--- config.mk ---
export PLATFORM = sky130hd
export DESIGN_NAME = uart_command_receiver
export DESIGN_NICKNAME = d
export VERILOG_FILES = /design/src/rtl/uart_command_receiver.sv
export SDC_FILE = /design/constraint.sdc
export NUM_CORES = 1
export LEC_CHECK = 0
export CORE_MARGIN = 5
export CORE_UTILIZATION = 55
export CTS_CLUSTER_SIZE = 24
export DETAILED_ROUTE_END_ITERATION = 12
export PLACE_DENSITY = 0.71
export SYNTH_ARGS = -nofsm -noshare
export SYNTH_HDL_FRONTEND = slang
export SYNTH_SLANG_ARGS = --single-unit
--- constraint.sdc ---
create_clock -name clock -period 3.2 [get_ports clock]
set_input_delay 0.64 -clock clock [delete_from_list [all_inputs] [get_ports clock]]
set_output_delay 0.64 -clock clock [all_outputs]
set_load 0.01 [all_outputs]
--- src/rtl/uart_command_receiver.sv ---
// 8N1 serial command receiver: validates 3'b101-headed bytes and presents the
// 5-bit index to the decoder as a stable number followed by a timed control pulse.
module uart_command_receiver #(
  parameter int unsigned CLK_HZ      = 50000000,
  parameter int unsigned BAUD        = 115200,
  parameter int unsigned HOLD_CYCLES = 5000000,
  parameter int unsigned GAP_CYCLES  = 2
) (
  input  logic       clock,
  input  logic       reset,
  input  logic       rx,
  output logic [4:0] number,
  output logic       control,
  output logic       frame_error,
  output logic       bad_cmd
);

  localparam int unsigned CLKS_PER_BIT = CLK_HZ / BAUD;
  localparam int unsigned BW = $clog2(CLKS_PER_BIT);
  localparam int unsigned OMAX = (HOLD_CYCLES > GAP_CYCLES) ? HOLD_CYCLES : GAP_CYCLES;
  localparam int unsigned OW = $clog2(OMAX + 1);

  localparam logic [BW-1:0] BIT_LAST  = BW'(CLKS_PER_BIT - 1);
  localparam logic [BW-1:0] HALF_LAST = BW'(CLKS_PER_BIT / 2 - 1);
  localparam logic [OW-1:0] HOLD_LAST = OW'(HOLD_CYCLES - 1);
  localparam logic [OW-1:0] GAP_LAST  = OW'(GAP_CYCLES - 1);

  localparam logic [2:0] S_IDLE      = 3'd0;
  localparam logic [2:0] S_START     = 3'd1;
  localparam logic [2:0] S_DATA      = 3'd2;
  localparam logic [2:0] S_STOP      = 3'd3;
  localparam logic [2:0] S_WAIT_HIGH = 3'd4;

  localparam logic [1:0] O_IDLE  = 2'd0;
  localparam logic [1:0] O_SETUP = 2'd1;
  localparam logic [1:0] O_HOLD  = 2'd2;
  localparam logic [1:0] O_GAP   = 2'd3;

  logic          r_rx_meta;
  logic          r_rx_sync;
  logic [2:0]    r_rstate;
  logic [BW-1:0] r_bit_cnt;
  logic [2:0]    r_bit_idx;
  logic [7:0]    r_shift;
  logic          r_byte_valid;
  logic          r_frame_error;

  logic [1:0]    r_ostate;
  logic [OW-1:0] r_ocnt;
  logic [4:0]    r_number;
  logic          r_control;
  logic [4:0]    r_pend;
  logic          r_pend_valid;
  logic          r_bad_cmd;

  logic          w_accept;
  logic          w_bad;
  logic [4:0]    w_cmd;

  always_ff @(posedge clock or posedge reset) begin
    if (reset) begin
      r_rx_meta <= 1'b1;
      r_rx_sync <= 1'b1;
    end else begin
      r_rx_meta <= rx;
      r_rx_sync <= r_rx_meta;
    end
  end

  // Receive path: mid-bit sampling, LSB-first shift into the MSB end.
  always_ff @(posedge clock or posedge reset) begin
    if (reset) begin
      r_rstate      <= S_IDLE;
      r_bit_cnt     <= '0;
      r_bit_idx     <= '0;
      r_shift       <= '0;
      r_byte_valid  <= 1'b0;
      r_frame_error <= 1'b0;
    end else begin
      r_byte_valid  <= 1'b0;
      r_frame_error <= 1'b0;
      case (r_rstate)
        S_IDLE: begin
          if (!r_rx_sync) begin
            r_rstate  <= S_START;
            r_bit_cnt <= '0;
          end
        end
        S_START: begin
          if (r_bit_cnt == HALF_LAST) begin
            r_bit_cnt <= '0;
            r_bit_idx <= '0;
            r_rstate  <= r_rx_sync ? S_IDLE : S_DATA;
          end else begin
            r_bit_cnt <= r_bit_cnt + 1'b1;
          end
        end
        S_DATA: begin
          if (r_bit_cnt == BIT_LAST) begin
            r_bit_cnt <= '0;
            r_shift   <= {r_rx_sync, r_shift[7:1]};
            r_bit_idx <= r_bit_idx + 1'b1;
            if (r_bit_idx == 3'd7) r_rstate <= S_STOP;
          end else begin
            r_bit_cnt <= r_bit_cnt + 1'b1;
          end
        end
        S_STOP: begin
          if (r_bit_cnt == BIT_LAST) begin
            r_bit_cnt <= '0;
            if (r_rx_sync) begin
              r_byte_valid <= 1'b1;
              r_rstate     <= S_IDLE;
            end else begin
              r_frame_error <= 1'b1;
              r_rstate      <= S_WAIT_HIGH;
            end
          end else begin
            r_bit_cnt <= r_bit_cnt + 1'b1;
          end
        end
        S_WAIT_HIGH: begin
          if (r_rx_sync) r_rstate <= S_IDLE;
        end
        default: r_rstate <= S_IDLE;
      endcase
    end
  end

  always_comb begin
    w_cmd    = r_shift[4:0];
    w_accept = r_byte_valid && (r_shift[7:5] == 3'b101);
    w_bad    = r_byte_valid && (r_shift[7:5] != 3'b101);
  end

  // Output path; a command arriving while busy parks in the single pending slot.
  always_ff @(posedge clock or posedge reset) begin
    if (reset) begin
      r_ostate     <= O_IDLE;
      r_ocnt       <= '0;
      r_number     <= '0;
      r_control    <= 1'b0;
      r_pend       <= '0;
      r_pend_valid <= 1'b0;
      r_bad_cmd    <= 1'b0;
    end else begin
      r_bad_cmd <= w_bad;
      case (r_ostate)
        O_IDLE: begin
          if (w_accept) begin
            r_number     <= w_cmd;
            r_pend_valid <= 1'b0;
            r_ostate     <= O_SETUP;
          end else if (r_pend_valid) begin
            r_number     <= r_pend;
            r_pend_valid <= 1'b0;
            r_ostate     <= O_SETUP;
          end
        end
        O_SETUP: begin
          r_ocnt    <= '0;
          r_control <= 1'b1;
          r_ostate  <= O_HOLD;
        end
        O_HOLD: begin
          if (r_ocnt == HOLD_LAST) begin
            r_ocnt    <= '0;
            r_control <= 1'b0;
            r_ostate  <= O_GAP;
          end else begin
            r_ocnt <= r_ocnt + 1'b1;
          end
        end
        O_GAP: begin
          if (r_ocnt == GAP_LAST) begin
            r_ocnt   <= '0;
            r_ostate <= O_IDLE;
          end else begin
            r_ocnt <= r_ocnt + 1'b1;
          end
        end
        default: r_ostate <= O_IDLE;
      endcase
      if (w_accept && (r_ostate != O_IDLE)) begin
        r_pend       <= w_cmd;
        r_pend_valid <= 1'b1;
      end
    end
  end

  assign number      = r_number;
  assign control     = r_control;
  assign frame_error = r_frame_error;
  assign bad_cmd     = r_bad_cmd;

endmodule

-- After elaboration in Yosys (flattened, before gate mapping)
Index checks and enable logic that the tools add are counted.
Widths: inputs -> output; s select.
- $add $sub $neg: 3
- eq/ne operators: 23
- muxes and demuxes: 36
- reductions and logical operators: 20
- operators with widths (operator ; count):
    $pmux 23 s3 ; 1
    $mux 23 ; 2
    $mux 3 ; 9
    $mux 9 ; 3
    $pmux 9 s3 ; 1
    $add 23x1->23 const B ; 1
    $eq 23x1->1 const B ; 1
    $eq 23x23->1 const B ; 1
    $ne 2x2->1 const B ; 8
    $pmux 3 s5 ; 1
    $mux 2 ; 5
    $mux 5 ; 2
    $reduce_bool 2->1 ; 5
    $add 9x1->9 const B ; 1
    $eq 3x3->1 const B ; 3
    $eq 9x8->1 const B ; 1
    $eq 9x9->1 const B ; 1
    $mux 1 ; 9
    $pmux 2 s4 ; 1
    $reduce_and 2->1 ; 4
    $eq 3x2->1 const B ; 2
    $ne 3x3->1 const B ; 2
    $pmux 3 s2 ; 1
    $reduce_and 3->1 ; 2
    11 further kinds ; 15
- bits in registers: 65
- bits of input ports: 3
- output and inout bits: 8
- word-level logic and storage cells: 97

-- Logic depth before layout (Yosys ltp)
- depth after elaboration: 4
- depth in mapped cells: 9
- gate-level depth less buffers: 7

-- Least setup slack after synthesis
Ideal clock, no wire load.
- kind: reg-to-reg
- start: reg r_ocnt[0]
- end: reg r_ostate[1]
- library setup time: 0.128 ns
- arrival: 2.061 ns
- setup slack: 1.011 ns
- cell stages (with the launch flop): 7
- period minus slack after synthesis: 2.189 ns
- cells stage by stage: dfrtp_1 > ha_1 > nand3_4 > or2_4 > o41a_4 > a211oi_4 > mux2_1
- cells in the longest elaborated chain, start to end: 3
- elaborated cells between the ends (all ways): 5
- those cells by class: eq/ne: 4; reduce/logical: 1
- ends and longest elaborated chain (element ; RTL line ; RTL):
    from (decl) ; 49 ; logic [OW-1:0] r_ocnt;
    from (signal assigned) ; 171 ; r_ocnt <= r_ocnt + 1'b1;
    from (signal assigned) ; 179 ; r_ocnt <= r_ocnt + 1'b1;
    $eq 23x1->1 / $eq 23x23->1 (equally long branches) ; 175, 166 ;
    $ne 2x2->1 (no source line) ; -- ;
    $reduce_and 3->1 (no source line) * ; -- ;
    to (signal assigned) ; 169 ; r_ostate <= O_GAP;
    to (signal assigned) ; 177 ; r_ostate <= O_IDLE;
    to (signal assigned) ; 182 ; default: r_ostate <= O_IDLE;
    to (decl) ; 48 ; logic [1:0] r_ostate;
Every way passes the cells marked *; elsewhere a longest branch is shown, timed or not.
A chain may end at the register's enable or synchronous reset.

-- Worst setup path in the final report
Same ends and word-level chain as after synthesis.

==> impl_summary.log <==
INFO  metric count_of_filler_cells_inserted_in_the_layout = approximately 530
INFO  metric drtAntennaViolNets = 0
INFO  metric slew-limit-headroom = between 30% and 40%
INFO  metric post-synth-top-area-cell = sky130_fd_sc_hd__dfrtp_1
INFO  metric cts_buffers = 9
INFO  metric timing_hold_violations_final = 0
INFO  metric library_cell_with_the_highest_instance_count_after_synthesis = sky130_fd_sc_hd__dfrtp_1
INFO  metric vdd.ir_drop.worst = between 0.2 and 0.3 mV
INFO  metric drv.max_cap_violation_count = 0
INFO  metric die_width = ~90 µm
INFO  metric ios = 11
INFO  metric final_min_period_over_clock_period = around three quarters
INFO  metric finish.net_count = between 300 and 400
INFO  metric post-layout-total-power = 1.63 mW
INFO  metric fp.coreArea = approximately 6300 µm²
INFO  metric hold_path_depth = 0
INFO  metric cts_setup_buffers = 0
INFO  metric total_wire_length_after_detailed_routing = slightly above 7000 µm
INFO  metric cp-startpoint = r_ocnt[0]
INFO  metric clk_pin_slew_worst_paths = ~0.08 ns
INFO  metric cellPowerDensity = 422 nW/µm²
INFO  metric critPathCaptureType = flip-flop
INFO  metric fp-row-count = 29
INFO  metric grt_start_max_net_pins = 66
INFO  metric final-max-slew-violation-count = 0
INFO  metric clockBufferDepth = 2
INFO  metric dpl.hpwl = approximately 4700 µm
INFO  metric die_ar = slightly above 8000 µm²
INFO  metric ys_dominant_reg_cell = sky130_fd_sc_hd__dfrtp_1
INFO  metric cts_max_level = 3
INFO  metric dp.cells = 441
INFO  metric initial_standard_cell_utilization_of_the_core = ~56%
INFO  metric cells_on_worst_reg2reg_path = 6
INFO  metric holdPathEnd = r_rx_sync
INFO  metric synth_fp_nets = approximately 380
INFO  metric ys_ff_latch = 65
INFO  metric worst-endpoint-required = 3.43 ns
INFO  metric route.detailed.wl_per_inst = 15.6 µm
INFO  metric drt-initial-drc-count = 202
INFO  metric final_worst_clock_skew = about 0.010 ns
INFO  metric dr_total_vias = about 2800
INFO  metric post_route_cells_drive_above_1_share = about a tenth
INFO  metric timing_worst_slew_pin_value = roughly 0.94 ns
INFO  metric timing.reg2reg.setup_slack = 0.74 ns
INFO  metric worst_r2r_startpoint = r_ocnt[0]
INFO  metric post_synth_main_area_contributors = sky130_fd_sc_hd__dfrtp_1 45%, sky130_fd_sc_hd__nand2_1 6.5%, sky130_fd_sc_hd__ha_1 4.3%
INFO  metric synth.yosys.seq_area_share = 46.6%
INFO  metric synth_top_cells_by_count = 63 x sky130_fd_sc_hd__dfrtp_1, 61 x sky130_fd_sc_hd__nand2_1, 27 x sky130_fd_sc_hd__nor2_1, 23 x sky130_fd_sc_hd__o21ai_0, 15 x sky130_fd_sc_hd__nand3_1
INFO  metric grt_remaining_overflow = 0
INFO  metric yosysTopAreaCellShare = around 45%
INFO  metric post_cts_hold_buffer_count = 0
INFO  metric setup_viol = 0
INFO  metric setup-tns-final = 0 ns
INFO  metric number_of_antenna_violations_at_the_first_check_in_global_routing = 0
INFO  metric ys_async_sr_fraction = 100%
INFO  metric number_of_distinct_library_cells_after_synthesis = 56
INFO  metric first_global_vias = roughly 2600
INFO  metric remaining_drc_errors = 0
INFO  metric finalNonFillerCells = 457
INFO  metric syn_avg_cell_area = about 9.5 µm²
INFO  metric die_height = between 80 and 90 µm
INFO  metric routabilityCongestion = between 0.8 and 0.9
INFO  metric num_antenna_cells = 0
INFO  metric cp-start-kind = flip-flop
INFO  metric grt_pass1_wl = between 10000 and 15000 µm
INFO  metric timing.hold.worst.class = flip-flop to flip-flop
INFO  metric ys.warnings.count = 0
INFO  metric synth-edff-count = 0
INFO  metric syn-cell-area = roughly 3500 µm²
INFO  metric drt_pass1_iterations = 5
INFO  metric cts.repair.resized = 0
INFO  metric final_period_minus_worst_setup_slack = roughly 2.5 ns
INFO  metric grt_usage = a little under a fifth
INFO  metric clkSinkCount = 65
INFO  metric fmax = between 400 and 500 MHz
INFO  metric critPathMaxFanout = 24
INFO  metric areaGrowthSynthToFinish = 10.3%
INFO  metric hold_start = r_rx_meta
INFO  metric power_leakage = 1.65 nW
INFO  metric worst_r2r_endpoint = r_ostate[1]
INFO  metric viasPerCell = 6.02
INFO  metric tritoncts = built
INFO  metric outcome = finished clean
INFO  metric gate_count_after_technology_mapping = between 300 and 400
INFO  metric timing.setup.critical_path_class = flip-flop to flip-flop
INFO  metric worst_ep_arrival_time = ~2.7 ns
INFO  metric unrepaired_setup_endpoints_after_global_routing = no
INFO  metric port_buffers = 10
INFO  metric cts_root_buf = sky130_fd_sc_hd__clkbuf_8
INFO  metric clock_insertion_delay_worst_skew = between 0.3 and 0.4 ns
[per-layer routing]
metal  vias up  GRT usage (%)  part of all wire, %
met1      1319           23.7                   46
met5         -              0                    0
met2        57           29.7                   49
li1       1359              -                    -
met3        15           3.92                  3.3
met4         0           7.68                  2.0
[stage by stage]
stage | utilization (%) | worst slack [ns] | cell area [µm²] | hold WS (ns)
global route | 61.5 | 0.551 | 3860 | 0.368
finish | 61.5 | 0.744 | 3860 | 0.357
floorplan | - | 0.937 | 3500 | 0.345
CTS | 61.5 | 0.746 | 3860 | 0.362
detailed placement | 57.8 | 0.782 | 3630 | 0.350
global placement | 57.8 | 0.805 | 3630 | 0.348
[where the power goes]
part           total [mW]  leakage, nW  switching, mW  internal, mW
Sequential          0.824        0.887       0.000993         0.823
Combinational      0.0192        0.649         0.0161       0.00317
Clock               0.786        0.110          0.341         0.445
[how the worst max path moves through the flow]
| stage | end | depth (start not counted) |
|---|---|---|
| finish | r_ostate[1] | 6 |
| global route | r_ocnt[13] | 7 |
| CTS | r_ostate[1] | 6 |
| detailed placement | r_ostate[1] | 6 |
| global placement | r_ocnt[15] | 6 |
| floorplan | bad_cmd | 1 |
[logic make-up (layout without fill, tap and decap cells)]
logic type / count (synthesis) / count (layout) / share of synthesized area, %
adders and majority gates: 12 / 12 / 4.29
DFF: 65 / 65 / 46.6
AOI/OAI and AO/OA: 87 / 87 / 17.6
xor gates and xnor gates: 1 / 1 / 0.250
buffers and inverters: 32 / 43 / 3.97
muxes: 12 / 12 / 3.68
and+or+nand+nor: 160 / 160 / 23.6
[state kept, by name, summed over array words and instances, names as in the netlist, 2 cells and up]
name       cells
r_ocnt        23
r_bit_cnt      9
r_shift        8
number         5
r_pend         5
r_bit_idx      3
r_rstate       3
r_ostate       2
[placed cells by master (no fill, tap or decap), types with 5 or more instances in the layout]
| cell type | netlist | routed |
|---|---|---|
| sky130_fd_sc_hd__nor3_1 | 9 | 9 |
| sky130_fd_sc_hd__clkbuf_8 | 0 | 9 |
| sky130_fd_sc_hd__nand2_1 | 61 | 61 |
| sky130_fd_sc_hd__clkdlybuf4s50_1 | 0 | 10 |
| sky130_fd_sc_hd__a21oi_1 | 8 | 8 |
| sky130_fd_sc_hd__o211ai_1 | 13 | 13 |
| sky130_fd_sc_hd__nor2_1 | 27 | 27 |
| sky130_fd_sc_hd__inv_1 | 14 | 13 |
| sky130_fd_sc_hd__ha_1 | 12 | 12 |
| sky130_fd_sc_hd__nor3b_1 | 5 | 5 |
| sky130_fd_sc_hd__o22ai_1 | 8 | 8 |
| sky130_fd_sc_hd__a21o_1 | 6 | 6 |
| sky130_fd_sc_hd__and3_1 | 7 | 7 |
| sky130_fd_sc_hd__nand3_1 | 15 | 15 |
| sky130_fd_sc_hd__nand4_1 | 7 | 7 |
| sky130_fd_sc_hd__mux2_2 | 6 | 6 |
| sky130_fd_sc_hd__mux2i_1 | 5 | 5 |
| sky130_fd_sc_hd__o21ai_0 | 23 | 23 |
| sky130_fd_sc_hd__dfrtp_1 | 63 | 63 |
[worst max-delay path: stages, from the launching register on]
cell and delay (ns):
sky130_fd_sc_hd__dfrtp_1 0.43, sky130_fd_sc_hd__ha_1 0.26, sky130_fd_sc_hd__nand3_4 0.13, sky130_fd_sc_hd__or2_4 0.28, sky130_fd_sc_hd__o41a_4 0.61, sky130_fd_sc_hd__a211oi_4 0.28
sky130_fd_sc_hd__mux2_1 0.36
[layout make-up]
cell class / count / area [µm²] / area share, %
clock inverters: 7 / 103 / 2.66
well taps: 77 / 96.3 / 2.50
repair buffers: 13 / 123 / 3.18
inverters: 14 / 52.6 / 1.36
multi-input cells: 272 / 1730 / 44.9
clock buffers: 9 / 124 / 3.21
flip-flops and latches: 65 / 1630 / 42.2
Power figures use the tool's default switching activity.
